$ cat src/rtl/zimbo_memsys.sv
// zimbo_memsys: word RAM, MMIO page (GPIO/timer/status) and a
// byte-stream loader that owns the RAM and stalls the core while it runs.
module zimbo_memsys #(
  parameter int          AW        = 8,
  parameter logic [15:0] MMIO_BASE = 16'hFF00
) (
  input  logic        clock,
  input  logic        reset,
  input  logic [15:0] addrm,
  input  logic [15:0] wmdata,
  input  logic        memwr_en,
  output logic [15:0] rmdata,
  input  logic        ld_start,
  input  logic        ld_valid,
  input  logic [7:0]  ld_byte,
  input  logic        ld_last,
  output logic        ld_ready,
  output logic        core_hold,
  output logic        timer_irq,
  output logic [15:0] gpio_out
);

  typedef enum logic [1:0] {
    S_IDLE,
    S_HI,
    S_LO,
    S_DONE
  } ld_state_e;

  ld_state_e     state_q, state_d;
  logic [AW-1:0] ld_addr_q, ld_addr_d;
  logic [7:0]    hi_q, hi_d;
  logic          ld_we;
  logic [15:0]   ld_wdata;

  logic [15:0]   gpio_q, gpio_d;
  logic [15:0]   count_q, count_d;
  logic [15:0]   cmp_q, cmp_d;
  logic          en_q, en_d;
  logic          flag_q, flag_d;

  logic [15:0]   mem [2**AW];

  logic [15:0]   off;
  logic          is_ram, is_io;
  logic          cw;
  logic          wr_gpio, wr_count, wr_cmp, wr_stat;
  logic          run, match;
  logic          ram_we;
  logic [AW-1:0] ram_waddr;
  logic [15:0]   ram_wdata;

  assign off    = addrm - MMIO_BASE;
  assign is_ram = addrm < MMIO_BASE;
  assign is_io  = !is_ram && (off[15:4] == 12'h000);

  assign cw       = memwr_en & ~core_hold;
  assign wr_gpio  = cw & is_io & (off[3:0] == 4'd0);
  assign wr_count = cw & is_io & (off[3:0] == 4'd1);
  assign wr_cmp   = cw & is_io & (off[3:0] == 4'd2);
  assign wr_stat  = cw & is_io & (off[3:0] == 4'd3);

  assign core_hold = (state_q != S_IDLE);
  assign ld_ready  = (state_q == S_HI) || (state_q == S_LO);
  assign timer_irq = flag_q;
  assign gpio_out  = gpio_q;

  always_comb begin
    rmdata = 16'h0000;
    unique case (1'b1)
      is_ram: rmdata = mem[addrm[AW-1:0]];
      is_io: begin
        case (off[3:0])
          4'd0:    rmdata = gpio_q;
          4'd1:    rmdata = count_q;
          4'd2:    rmdata = cmp_q;
          4'd3:    rmdata = {14'h0000, en_q, flag_q};
          default: rmdata = 16'h0000;
        endcase
      end
      default: rmdata = 16'h0000;
    endcase
  end

  // The timer freezes while the loader holds the core.
  assign run   = en_q & ~core_hold;
  assign match = run & (count_q == cmp_q);

  always_comb begin
    count_d = count_q;
    if (match)
      count_d = 16'h0000;
    else if (run)
      count_d = count_q + 16'd1;
    if (wr_count)
      count_d = wmdata;
    flag_d = match | (flag_q & ~(wr_stat & wmdata[0]));
    en_d   = wr_stat ? wmdata[1] : en_q;
    gpio_d = wr_gpio ? wmdata : gpio_q;
    cmp_d  = wr_cmp ? wmdata : cmp_q;
  end

  always_comb begin
    state_d   = state_q;
    ld_addr_d = ld_addr_q;
    hi_d      = hi_q;
    ld_we     = 1'b0;
    ld_wdata  = 16'h0000;
    unique case (state_q)
      S_IDLE: begin
        if (ld_start) begin
          ld_addr_d = '0;
          state_d   = S_HI;
        end
      end
      S_HI: begin
        if (ld_valid) begin
          hi_d = ld_byte;
          if (ld_last) begin
            ld_we    = 1'b1;
            ld_wdata = {ld_byte, 8'h00};
            state_d  = S_DONE;
          end else begin
            state_d = S_LO;
          end
        end
      end
      S_LO: begin
        if (ld_valid) begin
          ld_we     = 1'b1;
          ld_wdata  = {hi_q, ld_byte};
          ld_addr_d = ld_addr_q + AW'(1);
          state_d   = ld_last ? S_DONE : S_HI;
        end
      end
      S_DONE: state_d = S_IDLE;
      default: state_d = S_IDLE;
    endcase
  end

  always_ff @(posedge clock) begin
    if (reset) begin
      state_q   <= S_IDLE;
      ld_addr_q <= '0;
      hi_q      <= 8'h00;
      gpio_q    <= 16'h0000;
      count_q   <= 16'h0000;
      cmp_q     <= 16'hFFFF;
      en_q      <= 1'b0;
      flag_q    <= 1'b0;
    end else begin
      state_q   <= state_d;
      ld_addr_q <= ld_addr_d;
      hi_q      <= hi_d;
      gpio_q    <= gpio_d;
      count_q   <= count_d;
      cmp_q     <= cmp_d;
      en_q      <= en_d;
      flag_q    <= flag_d;
    end
  end

  // A reset edge aborts any in-flight word; RAM itself keeps its contents.
  assign ram_we    = (ld_we | (cw & is_ram)) & ~reset;
  assign ram_waddr = ld_we ? ld_addr_q : addrm[AW-1:0];
  assign ram_wdata = ld_we ? ld_wdata : wmdata;

  always_ff @(posedge clock) begin
    if (ram_we)
      mem[ram_waddr] <= ram_wdata;
  end

endmodule
$ cat config.mk
export PLATFORM = sky130hd
export DESIGN_NAME = zimbo_memsys
export DESIGN_NICKNAME = d
export VERILOG_FILES = /design/src/rtl/zimbo_memsys.sv
export SDC_FILE = /design/constraint.sdc
export NUM_CORES = 2
export LEC_CHECK = 0
export CAP_MARGIN = 5
export CORE_ASPECT_RATIO = 0.8
export CORE_UTILIZATION = 45
export DETAILED_ROUTE_END_ITERATION = 7
export DONT_BUFFER_PORTS = 1
export HOLD_SLACK_MARGIN = 0.08
export PLACE_DENSITY_LB_ADDON = 0.12
export SETUP_SLACK_MARGIN = 0.3
export SYNTH_ARGS = -nofsm -noshare
export SYNTH_HDL_FRONTEND = slang
export SYNTH_SLANG_ARGS = --single-unit
export TNS_END_PERCENT = 1
$ cat constraint.sdc
create_clock -name clock -period 15.94 [get_ports clock]
set_input_delay 2.391 -clock clock [delete_from_list [all_inputs] [get_ports clock]]
set_output_delay 2.391 -clock clock [all_outputs]
set_load 0.01 [all_outputs]
# == Yosys cells after proc, flatten, opt, wreduce, memory -nomap -nowiden ==
# Memory sizes are Yosys's and may differ from the RTL's.
# Index checks and enable logic that the tools add are counted.
# word_totals
register_bits,68
ram_bits,4096
in_bits,46
output_inout_bits,35
wordCells,78
memories,1
# mem_list
name,depth,word_bits,read_ports,rd_clocked_by_memory_dff,wr,line_no,source
mem,256,16,1,0,1,42,logic [15:0] mem [2**AW];
# op_classes
n_addsub,3
magnitude_cmp,1
eq_ne,10
mux,26
bitwise_logic,17
n_reduce_logical,12
# op_table
cell,count
2-to-1 mux 16 bit,7
one-hot mux 16 bit (2 select lines),2
one-hot mux 16 bit (4 select lines),1
2-to-1 mux 8 bit,3
"adder 16 x 1 -> 16 bit, second input constant",1
== test 16 bit,1
"< comparator 16 bit, second input constant",1
one-hot mux 8 bit (2 select lines),1
"subtractor 16 bit, second input constant",1
AND 1 bit,12
zero test 12 bit,1
"adder 8 x 1 -> 8 bit, second input constant",1
"== test 4 x 2 -> 1 bit, second input constant",2
2-to-1 mux 2 bit,4
one-hot mux 2 bit (4 select lines),1
2-to-1 mux 1 bit,6
"!= test 2 bit, second input constant",3
AND reduction 3 bit,2
"== test 2 bit, second input constant",2
"== test 4 x 1 -> 1 bit, second input constant",1
zero test 4 bit,1
nonzero test 2 bit,2
inverter 1 bit,3
nonzero test 3 bit,1
8 further kinds,9

# == Depth between registers and ports, before layout ==
# logic_depth
word_depth,9
depth_mapped,14
ltp_nobuf,9

# == Least setup slack after synthesis ==
# No wires, ideal clock.
# synth_timing
kind,in2reg
start,input port ld_valid
end,memory mem[0][15] (data pin)
setup_ps,2187
arrival_ps,13354
setup_slack_ps,399
cell_stages,6
path_buffers,4
path_cell_list,clkbuf_1 -> nand3_1 -> clkbuf_1 -> clkbuf_1 -> buf_1 -> o21ai_0
# synth_between
elab_chain_len,3
word_cells_on_any_way,7
classes_between,7 x mux
# synth_lines
element,line_no,source
from (decl),14,"input logic ld_valid,"
"2-to-1 mux 16 bit, or another cell as far along",129,if (ld_valid) begin
one-hot mux 16 bit (2 select lines) or one-hot mux 1 bit (2 select lines) (tied branches),109,unique case (state_q)
2-to-1 mux 16 bit (*),166,assign ram_wdata = ld_we ? ld_wdata : wmdata;
via ram_wdata[15],51,logic [15:0] ram_wdata;
to (decl),42,
# Mark *: on every way through the listed nets, which the timed path passes. The rest lies on a longest branch.

# == Final worst setup path ==
# layout_timing
start,input port addrm[1]
end,output port rmdata[14]
# layout_between
elab_chain_len,4
word_cells_on_any_way,12
classes_between,1 x add/sub; 1 x order compare; 3 x eq/ne; 2 x mux; 4 x reduce/logical; 1 x memory
# layout_lines
element,line_no,source
from (decl),9,"input logic [15:0] addrm,"
subtractor 16 bit or < comparator 16 bit (tied branches),"53, 54",
"== test 4 x 2 -> 1 bit, or another cell as far along",73,case (off[3:0])
one-hot mux 16 bit (4 select lines) or logical AND 1 bit (tied branches),"73, 55",
one-hot mux 16 bit (2 select lines) (*),70,unique case (1'b1)
to (decl),12,"output logic [15:0] rmdata,"
# Every way passes the cells marked *; elsewhere a longest branch is shown, timed or not.

==> impl_metrics.toml <==
[routing]
antenna_left = 0
drc = 0
avgViaCountPerCell = 6.43
num_vias = 84995
route.detailed.wl_per_inst_um = 39.4
dr.pass1.iters = 5
wl_um = 521000
drt_iter0_drc = 13230

[placed_design]
gp_congestion = 0.889
place_area_um2 = 169000
numPortBuffers = 0
place_ws_ns = 5.18
dp_hpwl_um = 308000

[setup_path]
slowest_stage = "buf_16"
crit_chain = "buf_16 -> buf_16 -> buf_16 -> buf_16 -> nand2_1 -> o22ai_1 -> a21oi_1 -> o21ai_0 -> nor4_1 -> o21ai_0 -> nand3_1"
startpoint_type = "primary input"
cp_max_fo = 177
cp.arrival_ns = 8.66
endpoint_kind = "output pin"
crit_required_ns = 13.55
crit_buf_inv = 4
path_class = "primary input to output pin"
path_delay_family = "buffers and inverters"
crit_top_cell = "buf_16"
slowest_delay_ns = 0.77

[pwr]
vdd_drop_max_uv = 95.8
power_density_nw_per_um2 = 131
p_leak_nw = 56.6
finalPower_w = 0.0239

[finish]
seq_area_um2 = 124000
nFillCells = 28453
multi_input_area_um2 = 35500
syn_to_final_growth_pct = 12.8
finalInstanceArea_um2 = 183000
nNetsFinal = 8144
drive_gt1_share_pct = 26.4

[hold_path]
hp-class = "flip-flop to flip-flop"

[global_routing]
grt_use_total_pct = 28.5
grt_pass1_wl_um = 709000
gr-total-overflow = 0
antenna_found_initial = 40
grt_start_max_net_pins = 446
first_global_vias = 81968

[synth]
ys_ff_latch = 4164
syn_inst = 7752
netlist_top_cells_count = "4096 x edfxtp_1, 997 x mux4_2, 466 x nand2_1, 401 x nor2_1, 203 x mux2i_1"
synthArstFlopShare_pct = 0
synthesis.area_um2 = 162000
ys_seq_area_share_pct = 76.9
synthTopCellsByArea = "edfxtp_1 76%, mux4_2 14%, mux2i_1 1.3%"
synthFlopType = "edfxtp_1"
yosysTopAreaCell = "edfxtp_1"
synth_cell_type_count = 75
synth-edff-count = 4096
synth.avg_cell_area_um2 = 20.9
yosysMostFrequentCell = "edfxtp_1"
synth_nets = 7804
yosysTopAreaCellShare_pct = 76.0
yosysWarnings = 0

[floorplanning]
initial_utilization_pct = 45.3
die_w_um = 672
num_io_pins = 81
num_rows = 196
dieArea_um2 = 362000
coreArea_um2 = 357000
die_y_um = 538

[timing]
setup-violations-final = 0
whs_ns = 0.457
worst_slack_ns = 4.88
drv_slew = 321
slew_headroom_pct = -47.7
finalCritPeriodShare_pct = 69.4
fmax_ghz = 0.0904
setup_tns_ns = 0
worst_pin_slew_ns = 2.22
finClkSkew_ns = 0.0539
rsz0062_at_grt = "no"
fin_crit_ns = 11.06
hold_viol = 0

[run]
drv_cap = 0

[outcome]
status = "finished, violations left"
violations = "max-slew violations"

[clocking]
numCtsBuffers = 414
hold_buffers = 0
clk_latency_ns = 1.00
cts_setup_buffers = 0
cts_htree_levels = 5
cts_buffer_depth = 4
clkTransAtPathRegs_ns = 0.07
clock-sinks = 4164
cts_tree = "yes"
cts_root_buf = "clkbuf_16"
cts_resized = 0
==> state kept, by name, summed over array words and instances (netlist names) <==
| register | flops |
|---|---|
| cmp_q | 16 |
| count_q | 16 |
| en_q | 1 |
| gpio_out | 16 |
| hi_q | 8 |
| ld_addr_q | 8 |
| mem | 4096 |
| state_q | 2 |
| timer_irq | 1 |
==> power breakdown <==
group          switching, W  internal (W)
clock network       0.00426       0.00545
logic               0.00132      0.000404
registers        0.00000839        0.0125
==> layout make-up <==
cell class	count	area share, %
Clock inverter	266	1.34
Antenna cell	23	0.0315
Multi-Input combinational cell	3108	19.5
Clock buffer	503	5.93
Sequential cell	4164	68.1
Timing Repair Buffer	389	1.82
Inverter	15	0.0404
Tap cell	4752	3.26
==> final timing paths <==
check,startpoint,end,slack [ns],cells after the start
max,addrm[1],rmdata[14],4.88,11
min,hi_q[4]$_SDFFE_PP0P_,hi_q[4]$_SDFFE_PP0P_,0.46,2
max reg2reg,state_q[1]$_SDFFE_PP0P_,mem[34][3]$_DFFE_PP_,10.59,10
min reg2reg,hi_q[4]$_SDFFE_PP0P_,hi_q[4]$_SDFFE_PP0P_,0.46,2
==> cells by family after synthesis <==
kind of cell | synth area share [%]
AO/OA/AOI/OAI | 2.74
XOR/XNOR | 0.162
adder cells (fa/ha/maj) | 0.0464
buffers and inverters | 1.66
flip-flops | 76.9
multiplexers | 15.2
AND/OR/NAND/NOR | 3.33
==> worst register-to-register path, cell delays in order (launching register included) <==
cell     delay [ns]
dfxtp_1        0.35
inv_1          0.12
ha_1           0.47
a21o_1         0.19
and3_1         0.15
buf_4          0.39
nand3_1        0.22
nand2_4        0.44
buf_4          0.73
buf_4          0.97
buf_4          0.87
==> cell usage in the layout, fill, tap and decap left out, types with 11 or more instances in the layout <==
master / synthesis / layout
a211oi_1: 46 / 45
a21oi_1: 77 / 76
a221oi_1: 25 / 25
a22oi_1: 59 / 59
a311oi_1: 11 / 11
a31oi_1: 42 / 42
a32o_1: 14 / 14
a32oi_1: 35 / 35
and2_1: 18 / 16
and3_1: 25 / 25
buf_16: 0 / 15
buf_4: 139 / 364
bufinv_16: 0 / 38
clkbuf_1: 156 / 83
clkbuf_16: 0 / 420
clkinv_1: 2 / 121
clkinv_2: 0 / 63
clkinvlp_4: 0 / 17
dfxtp_1: 68 / 68
diode_2: 0 / 23
edfxtp_1: 4096 / 4096
inv_1: 13 / 11
mux2i_1: 203 / 202
mux4_2: 997 / 997
nand2_1: 466 / 456
nand2b_1: 21 / 18
nand3_1: 115 / 114
nand4_1: 30 / 30
nor2_1: 401 / 217
nor2_2: 0 / 173
nor2_4: 0 / 11
nor2b_1: 21 / 15
nor3_1: 40 / 40
o211ai_1: 29 / 29
o21ai_0: 76 / 68
o221ai_1: 25 / 25
o22ai_1: 116 / 116
or2_2: 21 / 21
or3_1: 25 / 17
xnor2_1: 22 / 22
==> metrics by stage <==
stage | util, % | instances
detailed placement | 47.4 | 12428
CTS | 51.1 | 13197
global route | 51.1 | 13198
floorplan | - | 7752
finish | 51.1 | 13220
global placement | 47.4 | 12426
==> layer usage <==
metal / share of wire (%) / global-route usage (%)
met5: 0.019 / 0
met4: 4.0 / 9.81
met3: 12 / 7.20
met2: 44 / 41.6
met1: 41 / 42.1
Power figures use the tool's default switching activity.
